==> src/rtl/systolic_skew_feeder.sv <==
// Input FIFO plus diagonal skew stage feeding multi_mode_buffer.input_data.
// Lane i of each popped vector appears i+1 cycles after the pop; a tile's last vector triggers a drain and done.
module systolic_skew_feeder #(
    parameter int DATA_WIDTH        = 8,
    parameter int NUMBER_OF_BUFFERS = 4,
    parameter int FIFO_DEPTH        = 4
) (
    input  logic                                    clk,
    input  logic                                    rst,
    input  logic [DATA_WIDTH*NUMBER_OF_BUFFERS-1:0] in_data,
    input  logic                                    in_valid,
    input  logic                                    in_last,
    output logic                                    in_ready,
    output logic [DATA_WIDTH*NUMBER_OF_BUFFERS-1:0] out_data,
    output logic [NUMBER_OF_BUFFERS-1:0]            out_lane_valid,
    output logic                                    busy,
    output logic                                    done
);
    localparam int N  = NUMBER_OF_BUFFERS;
    localparam int DW = DATA_WIDTH;
    localparam int AW = $clog2(FIFO_DEPTH);
    localparam int CW = $clog2(N + 1);
    localparam logic [AW:0]   PTR_ONE  = (AW + 1)'(1);
    localparam logic [CW-1:0] CNT_LOAD = CW'(N);
    localparam logic [CW-1:0] CNT_ONE  = CW'(1);

    typedef struct packed {
        logic              last;
        logic [N*DW-1:0]   data;
    } entry_t;

    typedef enum logic [1:0] {IDLE, STREAM, DRAIN} state_t;

    entry_t        mem_q [FIFO_DEPTH];
    entry_t        mem_d [FIFO_DEPTH];
    logic [AW:0]   wr_ptr_q, wr_ptr_d, rd_ptr_q, rd_ptr_d;
    state_t        state_q, state_d;
    logic [CW-1:0] cnt_q, cnt_d;
    logic          full, empty, push, pop;
    entry_t        head;
    logic [N-1:0][DW-1:0] lane_in;

    // Extra pointer MSB separates full from empty when the index bits match.
    assign empty    = (wr_ptr_q == rd_ptr_q);
    assign full     = (wr_ptr_q[AW] != rd_ptr_q[AW]) && (wr_ptr_q[AW-1:0] == rd_ptr_q[AW-1:0]);
    assign in_ready = !full;
    assign push     = in_valid && !full;
    assign pop      = !empty && (state_q != DRAIN);
    assign head     = mem_q[rd_ptr_q[AW-1:0]];
    assign busy     = (state_q != IDLE);

    always_comb begin
        mem_d    = mem_q;
        wr_ptr_d = wr_ptr_q;
        rd_ptr_d = rd_ptr_q;
        if (push) begin
            mem_d[wr_ptr_q[AW-1:0]] = '{last: in_last, data: in_data};
            wr_ptr_d = wr_ptr_q + PTR_ONE;
        end
        if (pop) begin
            rd_ptr_d = rd_ptr_q + PTR_ONE;
        end
    end

    always_ff @(posedge clk) begin
        mem_q <= mem_d;
    end

    always_comb begin
        state_d = state_q;
        cnt_d   = cnt_q;
        done    = 1'b0;
        case (state_q)
            IDLE, STREAM: begin
                if (pop) begin
                    if (head.last) begin
                        state_d = DRAIN;
                        cnt_d   = CNT_LOAD;
                    end else begin
                        state_d = STREAM;
                    end
                end
            end
            DRAIN: begin
                cnt_d = cnt_q - CNT_ONE;
                // Counter hits 1 exactly when lane N-1 of the last vector is on out_data.
                if (cnt_q == CNT_ONE) begin
                    done    = 1'b1;
                    state_d = IDLE;
                end
            end
            default: begin
                state_d = IDLE;
                cnt_d   = '0;
            end
        endcase
    end

    always_ff @(posedge clk or posedge rst) begin
        if (rst) begin
            state_q  <= IDLE;
            cnt_q    <= '0;
            wr_ptr_q <= '0;
            rd_ptr_q <= '0;
        end else begin
            state_q  <= state_d;
            cnt_q    <= cnt_d;
            wr_ptr_q <= wr_ptr_d;
            rd_ptr_q <= rd_ptr_d;
        end
    end

    // Cycles without a pop inject a zero/invalid bubble that skews like real data.
    always_comb begin
        for (int i = 0; i < N; i++) begin
            lane_in[i] = pop ? head.data[i*DW +: DW] : '0;
        end
    end

    for (genvar i = 0; i < N; i++) begin : g_lane
        logic [i:0][DW-1:0] data_q, data_d;
        logic [i:0]         vld_pipe_q, vld_pipe_d;

        always_comb begin
            data_d        = data_q;
            vld_pipe_d    = vld_pipe_q;
            data_d[0]     = lane_in[i];
            vld_pipe_d[0] = pop;
            for (int k = 1; k <= i; k++) begin
                data_d[k]     = data_q[k-1];
                vld_pipe_d[k] = vld_pipe_q[k-1];
            end
        end

        always_ff @(posedge clk or posedge rst) begin
            if (rst) begin
                data_q     <= '0;
                vld_pipe_q <= '0;
            end else begin
                data_q     <= data_d;
                vld_pipe_q <= vld_pipe_d;
            end
        end

        assign out_data[i*DW +: DW] = data_q[i];
        assign out_lane_valid[i]    = vld_pipe_q[i];
    end
endmodule

==> config.mk <==
export PLATFORM = sky130hd
export DESIGN_NAME = systolic_skew_feeder
export DESIGN_NICKNAME = d
export VERILOG_FILES = /design/src/rtl/systolic_skew_feeder.sv
export SDC_FILE = /design/constraint.sdc
export NUM_CORES = 1
export LEC_CHECK = 0
export CAP_MARGIN = 20
export CORE_MARGIN = 2
export CORE_UTILIZATION = 40
export DETAILED_ROUTE_END_ITERATION = 10
export GPL_TIMING_DRIVEN = 0
export HOLD_SLACK_MARGIN = 0.12
export SLEW_MARGIN = 20
export SYNTH_ARGS = -nofsm -noshare
export SYNTH_HDL_FRONTEND = slang
export SYNTH_SLANG_ARGS = --single-unit
==> constraint.sdc <==
create_clock -name clk -period 3.35 [get_ports clk]
set_input_delay 0.8375 -clock clk [delete_from_list [all_inputs] [get_ports clk]]
set_output_delay 0.8375 -clock clk [all_outputs]
set_load 0.03 [all_outputs]
==> impl_metrics.csv <==
group,metric,value,unit
power_and_ir_drop,p_comb_frac,0.309,
route,drc,0,
cells_and_area,area_delta_synth_final,24.42,%
sta,setup_viol,0,
logic_synthesis,synth_edf_count,132,
logic_synthesis,ys_seq_elements,227,
sta,rsz0062_at_grt,"false",
grt,grt_first_pass_wirelength,20.22,mm
logic_synthesis,yosysWarnings,0,
hold_path,min_path_type,"reg -> reg",
worst_setup_path,crit_buf_inv,2,
logic_synthesis,synth_top_family_by_area,"multiplexers",
sta,layout_setup_ws,0.2718,ns
die,row_count,50,
cells_and_area,n_antenna_cell,0,
logic_synthesis,synthAdderAreaFrac,0.01128,
grt,grt_max_degree,59,
logic_synthesis,yosysMostFrequentCell,"edfxtp_1",
worst_setup_path,crit_family,"buffers and inverters",
cells_and_area,seq_area,6341,um2
die,fp.dieW,143.3,um
sta,finalHoldViolCount,0,
worst_setup_path,endpoint_kind,"output pin",
worst_setup_path,crit_type,"reg -> out",
route,wl_met3,526,um
logic_synthesis,ys.flop_type,"edfxtp_1",
grt,antenna_found_initial,0,
grt,grtUsageTotal,0.1299,
die,io_pins,75,
clock_network,cts_max_path_buffers,3,
die,initial_utilization,0.4109,
logic_synthesis,synth_compound_area_frac,0.01322,
route,first_iter_violations,186,
worst_setup_path,path_max_fanout,8,
worst_setup_path,crit_arrival,2.24,ns
clock_network,clk_pin_slew,0.06,ns
power_and_ir_drop,p_int,6.595,mW
sta,period_share,0.9189,
sta,maxSlewHeadroom,0.5571,
die,core_area,18890,um2
power_and_ir_drop,power_frac_clock,0.248,
logic_synthesis,synth_fp_nets,394,
logic_synthesis,synth-xor-area-share,0.01096,
logic_synthesis,synth_seq_area_share,0.8169,
worst_setup_path,critical_path.cell_chain,"buf_4 > xor2_2 > or3_1 > clkdlybuf4s50_1",
clock_network,postCtsSetupBuffers,0,
clock_network,cts_hold_buffers,0,
route,dr.max_layer_used,"met4",
sta,min_period,3.078,ns
run_status,outcome,"finished, final reports clean",
flow_run,maxCapViolations,0,
cells_and_area,nNetsFinal,498,
logic_synthesis,synthMuxAreaShare,0.09865,
sta,hold-worst-slack,0.3421,ns
sta,fmax,0.3249,GHz
route,vias,3400,
logic_synthesis,synth-simple-area-share,0.03514,
hold_path,worstHoldStart,"g_lane[2].data_d[8]",
clock_network,clk_latency,0.50,ns
route,met2RoutedLength,6.679,mm
logic_synthesis,netlist_instances,351,
die,die_y,143.3,um
worst_setup_path,r2r_slack,1.08,ns
sta,tightest_slew,0.6644,ns
route,drt-met1-wl,5.265,mm
logic_synthesis,ys_async_sr_fraction,0.4185,
worst_setup_path,cp_slowest_stage_delay,0.66,ns
power_and_ir_drop,p_per_area,971.7,nW/um2
cells_and_area,multi_input_area,1319,um2
logic_synthesis,synth.top_cell.area_share,0.5106,
clock_network,cts_max_level,1,
placed_design,pre_cts_slack,0.6576,ns
cells_and_area,fillers,1538,
clock_network,numCtsBuffers,23,
logic_synthesis,synth_top_area_cell,"edfxtp_1",
route,wl,12.66,mm
clock_network,cts.repair.resized,0,
logic_synthesis,avgSynthCellArea,22.12,um2
sta,slew_violations,0,
clock_network,clock-sinks,227,
placed_design,place.gp.congestion,0.6204,
route,wl_per_cell,17.31,um
hold_path,hold_end,"g_lane[2].data_d[16]",
worst_setup_path,cp_data_required_time,2.51,ns
clock_network,root_buffer,"clkbuf_16",
worst_setup_path,crit_slowest_cell,"clkdlybuf4s50_1",
placed_design,portBuffers,74,
logic_synthesis,syn-cell-area,7762,um2
worst_setup_path,r2r_cells,5,
route,dr.pass1.iters,4,
hold_path,min_path_cells,0,
grt,grt_pass1_vias,3751,
worst_setup_path,worst_setup_path_start_kind,"register",
worst_setup_path,rr_startpoint,"rd_ptr_q[1]",
route,via_per_inst,4.651,
grt,grt_remaining_overflow,0,
power_and_ir_drop,power_switching,2.789,mW
logic_synthesis,synthTopCellsByCount,"132 x edfxtp_1, 95 x dfrtp_1, 34 x nor2b_1",
power_and_ir_drop,p_leak,3.583,nW
route,ant_nets,0,
power_and_ir_drop,pwr-share-seq,0.443,
logic_synthesis,ys_types,31,
power_and_ir_drop,swShare,0.2972,
worst_setup_path,timing.rr.end,"mem_q[93]",
die,die_area,20540,um2
logic_synthesis,synth_area_leaders,"edfxtp_1 51%, dfrtp_1 31%, mux4_2 9.6%, nor2b_1 2.7%, ha_1 1.1%",
sta,skew,0.01019,ns
placed_design,hpwlAfterDp,7.734,mm
power_and_ir_drop,vdd_drop_max,0.4400,mV
clock_network,cts_tree,"yes",
cells_and_area,drive_gt1_frac,0.1868,
stage by stage:
stage            util  instances  power [mW]  area [um2]  setup TNS [ns]
2_1_floorplan       -        351       6.100        7762               0
3_5_place_dp   0.4747        690       7.207        8969               0
5_1_grt        0.5112        731       9.910        9658               0
4_1_cts        0.5112        731       9.572        9658               0
3_3_place_gp   0.4673        685       7.023        8828         -146.87
6_report       0.5112        731       9.384        9658               0
metal layers:
layer  up-vias  track usage
met5         -            0
met4         0      0.03922
met3        14      0.02599
met2        79       0.2269
met1      1769       0.1654
li1       1538            -
cell families after synthesis:
logic type                 after synthesis
buffers and inverters                   19
AOI/OAI and AO/OA                       11
DFF                                    227
and+or+nand+nor                         44
xor gates and xnor gates                 8
muxes                                   35
adders and majority gates                7
layout make-up:
| cell class | instances | share of cell area |
|---|---|---|
| sequential | 227 | 0.6566 |
| inverter | 7 | 0.003239 |
| multi-input combinational | 105 | 0.1365 |
| buffer | 12 | 0.008421 |
| clock inverter | 2 | 0.001036 |
| timing repair buffer | 79 | 0.09017 |
| clock buffer | 39 | 0.07035 |
| tap | 260 | 0.03368 |
sequential cells by signal, indices dropped and copies added (netlist names):
signal and cells:
cnt_q 3, g_lane.data_d 48, g_lane.data_q 8, g_lane.vld_pipe_q 4, mem_q 132, out_data 24
rd_ptr_q 3, state_q 2, wr_ptr_q 3
worst max path at each step:
stage	from	to	slack, ns	depth (start not counted)
floorplan	rst	cnt_q[0]	0.04	1
global placement	rst	g_lane[1].data_d[15]	-1.42	2
detailed placement	in_valid	mem_q[99]	0.66	4
CTS	rd_ptr_q[1]	in_ready	0.23	4
global route	rd_ptr_q[1]	in_ready	0.16	4
finish	rd_ptr_q[1]	in_ready	0.27	4
power by group through the flow:
| stage | registers [mW] | logic [mW] | clock network, mW |
|---|---|---|---|
| 6_report | 4.16 | 2.90 | 2.33 |
| 5_1_grt | 4.25 | 3.14 | 2.52 |
| 4_1_cts | 4.18 | 2.99 | 2.41 |
| 3_5_place_dp | 4.22 | 2.98 | 0 |
| 3_3_place_gp | 4.20 | 2.82 | 0 |
| 2_1_floorplan | 4.52 | 1.58 | 0 |
cell usage in the layout, fill, tap and decap left out, types with 3 or more instances in the layout:
cell type	instances
xnor2_1	4
mux4_2	33
buf_4	5
nor2b_1	34
o31a_1	3
clkdlybuf4s50_1	74
clkbuf_8	4
clkbuf_1	14
dfrtp_1	95
inv_1	6
edfxtp_1	132
ha_1	7
buf_16	4
and2_2	3
clkbuf_16	23
No activity file was read; power rests on OpenSTA's default activity.
